$ cat config.mk
export PLATFORM = sky130hd
export DESIGN_NAME = ids_bus_arbiter
export DESIGN_NICKNAME = d
export VERILOG_FILES = /design/src/rtl/ids_bus_arbiter.sv
export SDC_FILE = /design/constraint.sdc
export NUM_CORES = 1
export LEC_CHECK = 0
export BUFFER_PORTS_ARGS = -buffer_cell sky130_fd_sc_hd__buf_2
export CORE_MARGIN = 5
export CORE_UTILIZATION = 30
export CTS_CLUSTER_SIZE = 12
export DETAILED_ROUTE_END_ITERATION = 8
export HOLD_SLACK_MARGIN = 0.05
export MAX_ROUTING_LAYER = met4
export PLACE_DENSITY = 0.58
export SETUP_SLACK_MARGIN = 0.2
export SLEW_MARGIN = 10
export SYNTH_ARGS = -nofsm -noshare
export SYNTH_HDL_FRONTEND = slang
export SYNTH_SLANG_ARGS = --single-unit
$ cat constraint.sdc
create_clock -name i_clk -period 1.7 [get_ports i_clk]
set_input_delay 0.34 -clock i_clk [delete_from_list [all_inputs] [get_ports i_clk]]
set_output_delay 0.34 -clock i_clk [all_outputs]
set_load 0.01 [all_outputs]
$ cat src/rtl/ids_bus_arbiter.sv
// IDS bus data-side arbiter: SPI slave, core DMEM port and DMA share one bus path.
// Optional macro IDS_ARB_RR_EN enables DMA/DMEM round-robin (SPI stays highest).
//
// state    | meaning
// ST_IDLE  | no owner, bus select is 00
// ST_OWN   | sel_q holds the current owner
module ids_bus_arbiter #(
  parameter int MAX_HOLD = 16,
  parameter int HOLD_W   = 5
) (
  input  logic       i_clk,
  input  logic       i_rst_n,
  input  logic       i_req_spi,
  input  logic       i_req_dmem,
  input  logic       i_req_dma,
  output logic       o_gnt_spi,
  output logic       o_gnt_dmem,
  output logic       o_gnt_dma,
  output logic [1:0] o_sel,
  output logic       o_busy,
  output logic       o_preempt
);

  localparam logic [1:0] SEL_NONE = 2'b00;
  localparam logic [1:0] SEL_DMEM = 2'b01;
  localparam logic [1:0] SEL_DMA  = 2'b10;
  localparam logic [1:0] SEL_SPI  = 2'b11;

  // Counter saturates at the limit so a late-arriving waiter still sees it reached.
  localparam logic [HOLD_W-1:0] HOLD_SAT = (MAX_HOLD != 0) ? HOLD_W'(MAX_HOLD - 1) : '1;

  typedef enum logic {ST_IDLE, ST_OWN} state_t;

  state_t              state_q, state_d;
  logic [1:0]          sel_q, sel_d;
  logic [HOLD_W-1:0]   hold_q, hold_d;
  logic                preempt_q, preempt_d;
  logic [2:0]          gnt_q, gnt_d;
  logic                busy_q, busy_d;
  logic                rr_dma_last;

  logic [2:0] req_vec;
  logic [2:0] own_bit;
  logic [2:0] others;
  logic       owner_req;

  // Vector order throughout: {spi, dma, dmem}
  function automatic logic [2:0] decode(input logic [1:0] sel);
    case (sel)
      SEL_SPI:  decode = 3'b100;
      SEL_DMA:  decode = 3'b010;
      SEL_DMEM: decode = 3'b001;
      default:  decode = 3'b000;
    endcase
  endfunction

  function automatic logic [1:0] pick(input logic [2:0] r, input logic dma_last);
    if (r[2])              pick = SEL_SPI;
    else if (r[1] && r[0]) pick = dma_last ? SEL_DMEM : SEL_DMA;
    else if (r[1])         pick = SEL_DMA;
    else if (r[0])         pick = SEL_DMEM;
    else                   pick = SEL_NONE;
  endfunction

  assign req_vec   = {i_req_spi, i_req_dma, i_req_dmem};
  assign own_bit   = decode(sel_q);
  assign others    = req_vec & ~own_bit;
  assign owner_req = |(req_vec & own_bit);

`ifdef IDS_ARB_RR_EN
  logic dma_last_q, dma_last_d;
  assign rr_dma_last = dma_last_q;

  always_comb begin
    dma_last_d = dma_last_q;
    if (sel_d != SEL_NONE && (state_q == ST_IDLE || sel_d != sel_q)) begin
      if (sel_d == SEL_DMA)  dma_last_d = 1'b1;
      if (sel_d == SEL_DMEM) dma_last_d = 1'b0;
    end
  end

  always_ff @(posedge i_clk or negedge i_rst_n) begin
    if (!i_rst_n) dma_last_q <= 1'b0;
    else          dma_last_q <= dma_last_d;
  end
`else
  assign rr_dma_last = 1'b0;
`endif

  always_ff @(posedge i_clk or negedge i_rst_n) begin
    if (!i_rst_n) begin
      state_q   <= ST_IDLE;
      sel_q     <= SEL_NONE;
      hold_q    <= '0;
      preempt_q <= 1'b0;
      gnt_q     <= 3'b000;
      busy_q    <= 1'b0;
    end else begin
      state_q   <= state_d;
      sel_q     <= sel_d;
      hold_q    <= hold_d;
      preempt_q <= preempt_d;
      gnt_q     <= gnt_d;
      busy_q    <= busy_d;
    end
  end

  always_comb begin
    state_d   = state_q;
    sel_d     = sel_q;
    hold_d    = hold_q;
    preempt_d = 1'b0;
    case (state_q)
      ST_IDLE: begin
        if (|req_vec) begin
          sel_d   = pick(req_vec, rr_dma_last);
          state_d = ST_OWN;
          hold_d  = '0;
        end
      end
      ST_OWN: begin
        if (!owner_req) begin
          // Release wins over preemption, so no preempt pulse here.
          hold_d = '0;
          if (|others) begin
            sel_d = pick(others, rr_dma_last);
          end else begin
            sel_d   = SEL_NONE;
            state_d = ST_IDLE;
          end
        end else if (MAX_HOLD != 0 && hold_q >= HOLD_SAT && (|others)) begin
          sel_d     = pick(others, rr_dma_last);
          preempt_d = 1'b1;
          hold_d    = '0;
        end else if (hold_q != HOLD_SAT) begin
          hold_d = hold_q + HOLD_W'(1);
        end
      end
      default: begin
        state_d = ST_IDLE;
        sel_d   = SEL_NONE;
        hold_d  = '0;
      end
    endcase
  end

  always_comb begin
    gnt_d  = decode(sel_d);
    busy_d = (sel_d != SEL_NONE);
  end

  assign o_gnt_spi  = gnt_q[2];
  assign o_gnt_dma  = gnt_q[1];
  assign o_gnt_dmem = gnt_q[0];
  assign o_sel      = sel_q;
  assign o_busy     = busy_q;
  assign o_preempt  = preempt_q;

endmodule
==> results of run 1 <==
-- placed cells by master, fill, tap and decap left out, drive strengths merged, types with 2 or more instances in the layout --
| cell type | netlist | layout |
|---|---|---|
| nand2 | 7 | 7 |
| and2b | 2 | 2 |
| nand2b | 2 | 2 |
| nor3 | 2 | 2 |
| inv | 6 | 6 |
| buf | 0 | 33 |
| o2bb2ai | 4 | 4 |
| a21oi | 2 | 2 |
| o31ai | 2 | 2 |
| dfrtp | 13 | 13 |
| o211ai | 4 | 4 |
| o21ai | 3 | 3 |
| clkbuf | 0 | 3 |
| and3 | 2 | 2 |
| nor2 | 3 | 3 |
| ha | 2 | 2 |
-- path summary, 6_finish.rpt --
| kind | endpoint | slack, ns | cells after the start |
|---|---|---|---|
| setup / recovery | o_busy$_DFF_PN0_ | -0.12 | 7 |
| hold / removal | state_q$_DFF_PN0_ | 0.35 | 3 |
| setup reg to reg | o_busy$_DFF_PN0_ | -0.12 | 7 |
| hold reg to reg | hold_q[3]$_DFFE_PN0P_ | 0.56 | 1 |
| max in group asynchronous | o_sel[0]$_DFF_PN0_ | 1.00 | 2 |
| min in group asynchronous | gnt_q[0]$_DFF_PN0_ | 0.45 | 2 |
-- power groups by stage --
stage | sequential [mW] | clock [mW] | combinational, mW
floorplan | 0.378 | 0 | 0.104
global placement | 0.364 | 0 | 0.231
detailed placement | 0.365 | 0 | 0.236
CTS | 0.359 | 0.209 | 0.251
global route | 0.363 | 0.224 | 0.294
finish | 0.359 | 0.204 | 0.267
-- registers in the layout (all words and copies together), names as in the netlist --
signal and cells:
gnt_q 3, hold_q 5, o_busy 1, o_preempt 1
o_sel 2, state_q 1
-- area by class of cell --
cell class / count / share of cell area (%)
timing repair buffer: 34 / 21.4
tap: 30 / 3.44
inverter: 6 / 2.06
sequential: 13 / 30.0
clock buffer: 3 / 2.06
clock inverter: 1 / 0.458
multi-input combinational: 55 / 40.5
-- cells in the mapped netlist (all sizes together) (2+ instances only) --
cell,instances
ha,2
dfrtp,13
nor3,2
o31ai,2
nand2b,2
inv,6
o21ai,3
a21oi,2
nand2,7
and3,2
nor2,3
o2bb2ai,4
and2b,2
o211ai,4
-- metal layers --
layer	global-route usage [%]	part of all wire (%)
met4	7.59	2.5
met1	13.2	42
met5	-	0
met3	2.59	4.0
met2	21.8	52
-- cell families after synthesis --
kind of cell               Yosys count  share of synthesized area, %
AOI/OAI and AO/OA                   25                          28.0
DFF                                 13                          43.4
muxes                                1                          1.34
and+or+nand+nor                     27                          20.9
adders and majority gates            2                          3.34
buffers and inverters                6                          3.00
-- worst max-delay path: cells and delay by family, from the launching register on --
| kind | cells | cell delay (ns) |
|---|---|---|
| AOI/OAI and AO/OA | 2 | 0.42 |
| adders and majority gates | 2 | 0.32 |
| DFF | 1 | 0.36 |
| and+or+nand+nor | 3 | 0.64 |
-- metrics by stage --
step,hold WS [ns],utilization (%),cell area (µm²),std cells,TNS (ns)
2_1_floorplan,0.0444,-,762,74,-0.199
5_1_grt,0.375,44.9,1090,142,-1.52
6_report,0.348,44.9,1090,142,-0.796
3_5_place_dp,0.242,40.1,975,131,-0.978
4_1_cts,0.320,43.4,1060,139,-0.749
3_3_place_gp,0.239,40.1,975,131,-0.560
-- what timing repair did --
item                                   in CTS  in global routing
pin swaps                                   7                 10
setup endpoints to repair                  12                 12
setup buffers                               3                  3
gates resized for setup                     4                  3
hold buffers                                1                  0
endpoints found under the hold margin      13                  0
==> impl_metrics.csv, run 1 <==
group,metric,value,unit
floorplanning,fp.dieArea,3600,µm²
routing,route.detailed.wl_per_inst,13.7,µm
global_route,grt_pass1_vias,745,
critical_path,path_class,"reg -> reg",
status,failed_checks,"setup timing",
yosys,synthCells,74,
clock_tree,numCtsBuffers,3,
placed_design,post-place-ws,-0.157,ns
floorplanning,io_pins,12,
yosys,synth_edf_count,0,
floorplanning,rows,18,
critical_path,critPathMaxFanout,5,
sta,final-hold-violation-count,0,
routing,ant_nets,0,
pwr,switchingPower,0.266,mW
pwr,fin_total_pwr,0.830,mW
floorplanning,core,2430,µm²
pwr,comb_power_share,32.2,%
critical_path,start_kind,"flip-flop",
finish,fillers,231,
finish,multi_input_area,443,µm²
floorplanning,die_y,60.0,µm
pwr,clock_power_share,24.6,%
clock_tree,root_buffer,"clkbuf_4",
clock_tree,clockBufferDepth,2,
pwr,power.leakage,0.520,nW
sta,setup_slack,-0.124,ns
run,cap_violations,0,
sta,timing.slew.headroom,76.8,%
sta,skew,0.00778,ns
floorplanning,start_util,30.8,%
critical_path,critical_path.endpoint_type,"flip-flop",
placed_design,portBuffers,11,
sta,worstMarginPinSlew,0.345,ns
global_route,antenna_found_initial,0,
clock_tree,clk_pin_slew_worst_paths,0.09,ns
pwr,switching_share,32.0,%
yosys,synth_top_area_share,43.4,%
yosys,synthesis.nets,81,
clock_tree,cts_num_sinks,13,
global_route,grt_pass1_wl,3190,µm
routing,drt-initial-drc-count,21,
clock_tree,cts_tree,"done",
pwr,seq_power_share,43.2,%
finish,antenna_cells,0,
critical_path,cp-startpoint,"hold_q[1]$_DFFE_PN0P_",
sta,fin_crit,1.82,ns
finish,area_growth,45.7,%
clock_tree,htreeDepth,1,
critical_path,r2r-start,"hold_q[1]$_DFFE_PN0P_",
status,status,"complete, but fails checks",
yosys,ys_warn_count,0,
pwr,p_int,0.564,mW
pwr,max-vdd-ir-drop,0.458,mV
yosys,netlist_area,749,µm²
yosys,netlist_top_cells_area,"dfrtp_1 (43%), o2bb2ai_1 (4.7%), nand2_1 (3.5%), ha_1 (3.3%), inv_1 (3.0%)",
finish,drive_gt1_share,42.9,%
critical_path,critPathMaxStageDelay,0.42,ns
routing,totalWireLength,1950,µm
yosys,ys_seq_area_share,43.4,%
routing,via_per_inst,5.09,
sta,setup_viol,11,
floorplanning,dieWidth,60.0,µm
global_route,grt_max_degree,14,
critical_path,worstPathCellList,"ha_2 -> and3_4 -> ha_4 -> nor3_4 -> or3_4 -> o221a_4 -> a21o_1",
min_path,min_path_type,"in -> reg",
finish,regArea,328,µm²
critical_path,cp.required,1.89,ns
finish,nets,120,
yosys,async_reset_ff_share,100,%
routing,dr.pass1.iters,4,
critical_path,crit_path_top_delay_cell,"or3_4",
sta,fmax,548,MHz
global_route,overflow,0,
sta,rsz0062_at_grt,"yes",
placed_design,dpl.hpwl,1410,µm
clock_tree,clkLatencyLatePin,0.29,ns
yosys,ys.flop_type,"dfrtp_1",
yosys,syn_avg_cell_area,10.1,µm²
yosys,ys_ff_latch,13,
critical_path,crit_arrival,2.02,ns
sta,period_share,107,%
routing,vias,723,
routing,drc_errors,0,
sta,report.final.slew_viol_count,0,
global_route,grt_use_total,12.7,%
placed_design,gp_congestion,0.862,
yosys,synthDistinctLibCells,35,
yosys,synth_top_area_cell,"dfrtp_1",
pwr,powerDensity,760,nW/µm²
min_path,min-delay-start,"i_req_dmem",
Power figures use the tool's default switching activity.
==> inputs of run 2 (changes only) <==
--- a/config.mk
+++ b/config.mk
@@ -7,12 +7,12 @@
 export LEC_CHECK = 0
 export BUFFER_PORTS_ARGS = -buffer_cell sky130_fd_sc_hd__buf_2
 export CORE_MARGIN = 5
-export CORE_UTILIZATION = 30
+export CORE_UTILIZATION = 45
 export CTS_CLUSTER_SIZE = 12
 export DETAILED_ROUTE_END_ITERATION = 8
 export HOLD_SLACK_MARGIN = 0.05
 export MAX_ROUTING_LAYER = met4
-export PLACE_DENSITY = 0.58
+export PLACE_DENSITY = 0.77
 export SETUP_SLACK_MARGIN = 0.2
 export SLEW_MARGIN = 10
 export SYNTH_ARGS = -nofsm -noshare
==> run 2 against run 1 <==
The flow still finishes with violations (setup timing). Sequential share of layout area increased by 1.7 points. Clock power fell by 6%. Non-clock buffer count decreased by 5. Cell count is 13% lower. Critical path type unchanged. Critical endpoint unchanged. Largest cell class unchanged.
==> impl_metrics.csv, run 2 (synthesized netlist as in run 1, its figures left out) <==
group,metric,value,unit
status,status,"complete, but fails checks",
status,failed_checks,"setup timing",
floorplanning,io_pins,12,
critical_path,crit_path_top_delay_cell,"or3_4",
global_route,grt_max_degree,14,
sta,setup_slack,-0.121,ns
clock_tree,root_buffer,"clkbuf_4",
critical_path,path_class,"reg -> reg",
routing,ant_nets,0,
sta,report.final.slew_viol_count,0,
clock_tree,clockBufferDepth,2,
finish,fillers,126,
critical_path,critPathMaxFanout,5,
pwr,comb_power_share,31.2,%
routing,via_per_inst,5.98,
routing,drt-initial-drc-count,25,
finish,layout_commonest_cell,"buf_4",
pwr,max-vdd-ir-drop,0.553,mV
critical_path,critPathMaxStageDelay,0.40,ns
global_route,overflow,0,
critical_path,cp.required,1.87,ns
critical_path,worstPathCellList,"ha_2 -> and3_4 -> ha_4 -> nor3_4 -> or3_4 -> o221a_4 -> a21o_1",
floorplanning,start_util,48.6,%
placed_design,dp.cells,114,
global_route,grt_use_total,17.7,%
sta,final-hold-violation-count,0,
sta,fmax,549,MHz
run,cap_violations,0,
finish,largest_reg_flops,5,
clock_tree,clk_pin_slew_worst_paths,0.08,ns
pwr,switchingPower,0.245,mW
global_route,grt_pass1_vias,726,
finish,fin_cells,123,
sta,timing.slew.headroom,75.5,%
placed_design,portBuffers,11,
clock_tree,cts_num_sinks,13,
sta,rsz0062_at_grt,"yes",
global_route,antenna_found_initial,0,
clock_tree,clkLatencyLatePin,0.28,ns
finish,nets,115,
pwr,clock_power_share,24.0,%
floorplanning,dieWidth,50.8,µm
floorplanning,core,1540,µm²
critical_path,crit_arrival,1.99,ns
floorplanning,die_y,50.8,µm
pwr,fin_total_pwr,0.800,mW
pwr,power.leakage,0.496,nW
pwr,p_int,0.555,mW
sta,setup_viol,10,
min_path,whs_path_depth,3,
critical_path,ff2ff_path_depth,7,
pwr,powerDensity,773,nW/µm²
sta,skew,0.00358,ns
routing,dr.pass1.iters,4,
floorplanning,fp.dieArea,2580,µm²
pwr,switching_share,30.6,%
routing,drc_errors,0,
min_path,min_path_type,"in -> reg",
routing,vias,735,
finish,antenna_cells,0,
placed_design,dpl.hpwl,1280,µm
clock_tree,numCtsBuffers,3,
critical_path,cp_num_buf_inv,0,
finish,layout_common_cells,"buf_4 (16), dfrtp_1 (11), buf_2 (11), nand2_1 (7), inv_1 (6)",
global_route,grt_pass1_wl,3390,µm
sta,fin_crit,1.82,ns
sta,worstMarginPinSlew,0.364,ns
finish,drive_gt1_share,40.2,%
clock_tree,htreeDepth,1,
critical_path,crit_family,"simple AND/OR/NAND/NOR gates",
finish,area_growth,38.1,%
floorplanning,rows,14,
critical_path,critical_path.endpoint_type,"flip-flop",
clock_tree,cts_tree,"done",
sta,period_share,107,%
routing,route.detailed.wl_per_inst,15.8,µm
routing,totalWireLength,1940,µm
critical_path,cp.depth,7,
placed_design,gp_congestion,0.886,
finish,regMostFlops,"hold_q",
sta,finalSetupTns,-0.627,ns
pwr,seq_power_share,44.9,%
critical_path,start_kind,"flip-flop",
-- run 2: what timing repair did --
| action | in CTS | in global routing |
|---|---|---|
| resized for setup | 3 | 3 |
| buffers inserted | 3 | 1 |
| endpoints found under the setup margin | 12 | 13 |
| pin swaps | 3 | 6 |
| hold endpoints to repair | 13 | 0 |
| hold buffers | 1 | 0 |
-- run 2: worst paths after layout --
path | end | slack (ns) | start
setup / recovery | o_busy$_DFF_PN0_ | -0.12 | hold_q[1]$_DFFE_PN0P_
hold / removal | state_q$_DFF_PN0_ | 0.32 | i_req_dmem
setup reg to reg | o_busy$_DFF_PN0_ | -0.12 | hold_q[1]$_DFFE_PN0P_
hold reg to reg | hold_q[3]$_DFFE_PN0P_ | 0.56 | hold_q[3]$_DFFE_PN0P_
max in group asynchronous | o_sel[1]$_DFF_PN0_ | 0.98 | i_rst_n
min in group asynchronous | gnt_q[0]$_DFF_PN0_ | 0.48 | i_rst_n
-- run 2: layout make-up --
type                            instances  area (µm²)  area share, %
Tap cell                               16        20.0           1.93
Clock buffer                            4        26.3           2.54
Inverter                                6        22.5           2.18
Multi-Input combinational cell         55         442           42.7
Timing Repair Buffer                   29         196           19.0
Sequential cell                        13         328           31.7
-- run 2: power by group through the flow --
stage	registers (mW)	clock network [mW]	logic, mW
floorplan	0.378	0	0.104
global placement	0.367	0	0.215
detailed placement	0.368	0	0.220
CTS	0.358	0.199	0.238
global route	0.364	0.223	0.272
finish	0.359	0.192	0.249
-- run 2: routing by layer --
metal | global-route usage, % | vias up | share of wire (%) | routed length (µm)
li1 | - | 346 | - | -
met1 | 20.1 | 351 | 41 | 793
met2 | 28.3 | 30 | 49 | 944
met3 | 5.52 | 8 | 7.4 | 144
met4 | 8.09 | 0 | 3.1 | 61
met5 | - | - | 0 | 0
-- run 2: metrics by stage --
stage	utilization [%]	worst slack, ns	hold WS (ns)	instance area, µm²
after detailed placement	60.6	-0.145	0.237	935
after CTS	65.8	-0.0893	0.305	1010
after floorplan	-	-0.0741	0.0444	762
final	67.1	-0.121	0.321	1030
after global placement	60.6	-0.0818	0.233	935
after global routing	67.1	-0.191	0.310	1030
-- run 2: worst reg2reg max path: cells and delay by family, from the launching register on --
family / cells / cell delay, ns
AND/OR/NAND/NOR: 3 / 0.62
AO/OA/AOI/OAI: 2 / 0.40
flip-flops: 1 / 0.36
adder cells (fa/ha/maj): 2 / 0.33
==> inputs of run 3 (changes only) <==
--- a/config.mk
+++ b/config.mk
@@ -10,6 +10,7 @@
 export CORE_UTILIZATION = 45
 export CTS_CLUSTER_SIZE = 12
 export DETAILED_ROUTE_END_ITERATION = 8
+export GPL_TIMING_DRIVEN = 0
 export HOLD_SLACK_MARGIN = 0.05
 export MAX_ROUTING_LAYER = met4
 export PLACE_DENSITY = 0.77
==> run 3 against run 2 <==
The flow still finishes with violations (setup timing). Count of clock-buffer cells in the layout stayed put. Critical path depth down 2. Worst setup slack lost 0.023 ns. Sequential power up 1%. Die area is the same. Sequential cell count unchanged. Total power rose by 1.4%. Combinational power hardly changed. Via count stayed put. Maximum frequency is 1.3% lower. Cell count down 4.1%.
==> impl_metrics.csv, run 3 (synthesized netlist as in run 1, its figures left out) <==
group,metric,value,unit
sta,rsz0062_at_grt,"yes",
finish,layout_common_cells,"dfrtp_1 (11), buf_2 (11), buf_4 (11), inv_1 (6), nand2_1 (6)",
floorplanning,rows,14,
pwr,powerDensity,771,nW/µm²
finish,drive_gt1_share,44.1,%
floorplanning,dieWidth,50.8,µm
floorplanning,core,1540,µm²
clock_tree,clockBufferDepth,2,
sta,timing.slew.headroom,70.7,%
finish,regMostFlops,"hold_q",
routing,drt-initial-drc-count,33,
clock_tree,cts_num_sinks,13,
routing,ant_nets,0,
clock_tree,numCtsBuffers,3,
sta,fin_crit,1.84,ns
status,failed_checks,"setup timing",
pwr,comb_power_share,31.0,%
clock_tree,root_buffer,"clkbuf_4",
sta,worstMarginPinSlew,0.438,ns
placed_design,dpl.hpwl,1120,µm
critical_path,critical_path.endpoint_type,"flip-flop",
sta,setup_viol,11,
sta,skew,0.00509,ns
global_route,grt_pass1_vias,638,
sta,final-hold-violation-count,0,
routing,drc_errors,0,
clock_tree,clk_pin_slew_worst_paths,0.08,ns
finish,nets,110,
pwr,clock_power_share,24.2,%
global_route,overflow,0,
floorplanning,start_util,48.6,%
pwr,seq_power_share,44.8,%
routing,via_per_inst,6.23,
routing,dr.pass1.iters,4,
floorplanning,die_y,50.8,µm
global_route,grt_use_total,15.2,%
finish,area_growth,40.4,%
run,cap_violations,0,
pwr,switchingPower,0.259,mW
floorplanning,fp.dieArea,2580,µm²
sta,report.final.slew_viol_count,0,
global_route,antenna_found_initial,0,
clock_tree,cts_tree,"done",
placed_design,post-place-ws,-0.237,ns
global_route,grt_pass1_wl,2880,µm
clock_tree,htreeDepth,1,
status,status,"complete, but fails checks",
placed_design,portBuffers,11,
critical_path,path_class,"reg -> reg",
clock_tree,clkLatencyLatePin,0.28,ns
pwr,p_int,0.552,mW
sta,setup_slack,-0.144,ns
finish,antenna_cells,0,
global_route,grt_max_degree,14,
routing,totalWireLength,2000,µm
min_path,min_path_type,"in -> async",
critical_path,r2r_slack,-0.14,ns
critical_path,critPathMaxFanout,7,
floorplanning,io_pins,12,
pwr,max-vdd-ir-drop,0.496,mV
routing,vias,735,
sta,holdWs,0.449,ns
pwr,switching_share,31.9,%
critical_path,crit_arrival,2.03,ns
pwr,power.leakage,0.482,nW
critical_path,cp.required,1.88,ns
critical_path,start_kind,"flip-flop",
sta,fmax,542,MHz
routing,route.detailed.wl_per_inst,16.9,µm
sta,period_share,108,%
placed_design,gp_congestion,0.821,
finish,largest_reg_flops,5,
## run 3: final cells by class
class	count	area [µm²]
repair buffers	24	159
clock buffers	4	26.3
multi-input cells	55	497
inverters	6	22.5
fillers	120	489
flip-flops and latches	13	328
well taps	16	20.0
## run 3: worst max-delay path, cell delays in order, from the launching register on
cell	delay (ns)
dfrtp_2	0.46
and2b_2	0.24
a22o_4	0.27
or3_4	0.37
o221a_4	0.25
a21o_1	0.16
## run 3: per-stage QoR
step                      cells  total power [mW]  area, µm²  util [%]  setup TNS [ns]
after global routing        118             0.864       1050      68.3           -1.88
after CTS                   112             0.755        940      61.0          -0.949
after global placement      101             0.537        837      54.3           -1.35
final                       118             0.811       1050      68.3          -0.998
after floorplan              74             0.482        762         -          -0.199
after detailed placement    101             0.542        837      54.3           -1.80
## run 3: repair_timing
item / 4_1_cts / 5_1_grt
endpoints found under the setup margin: 12 / 12
pin swaps: 9 / 8
setup buffers: 6 / 6
hold buffers: 1 / 0
endpoints found under the hold margin: 13 / 0
gates resized for setup: 3 / 14
## run 3: per-layer routing
layer | wire [µm] | global-route usage, % | vias up | share of wire, %
li1 | - | - | 336 | -
met1 | 756 | 18.2 | 355 | 38
met2 | 1020 | 23.6 | 31 | 51
met3 | 162 | 5.52 | 13 | 8.1
met4 | 56 | 5.11 | 0 | 2.8
met5 | 0 | - | - | 0
## run 3: final timing paths
path	start	to	cells past startpoint
max	o_sel[0]$_DFF_PN0_	o_busy$_DFF_PN0_	5
min	i_rst_n	o_busy$_DFF_PN0_	2
max reg2reg	o_sel[0]$_DFF_PN0_	o_busy$_DFF_PN0_	5
min reg2reg	hold_q[3]$_DFFE_PN0P_	hold_q[3]$_DFFE_PN0P_	1
max in group asynchronous	i_rst_n	o_sel[0]$_DFF_PN0_	2
min in group i_clk	i_req_dmem	state_q$_DFF_PN0_	3
## run 3: power by group through the flow
stage	clock network, mW	registers [mW]	logic [mW]
3_5_place_dp	0	0.373	0.169
4_1_cts	0.199	0.363	0.192
6_report	0.196	0.363	0.251
2_1_floorplan	0	0.378	0.104
5_1_grt	0.221	0.367	0.276
3_3_place_gp	0	0.372	0.165
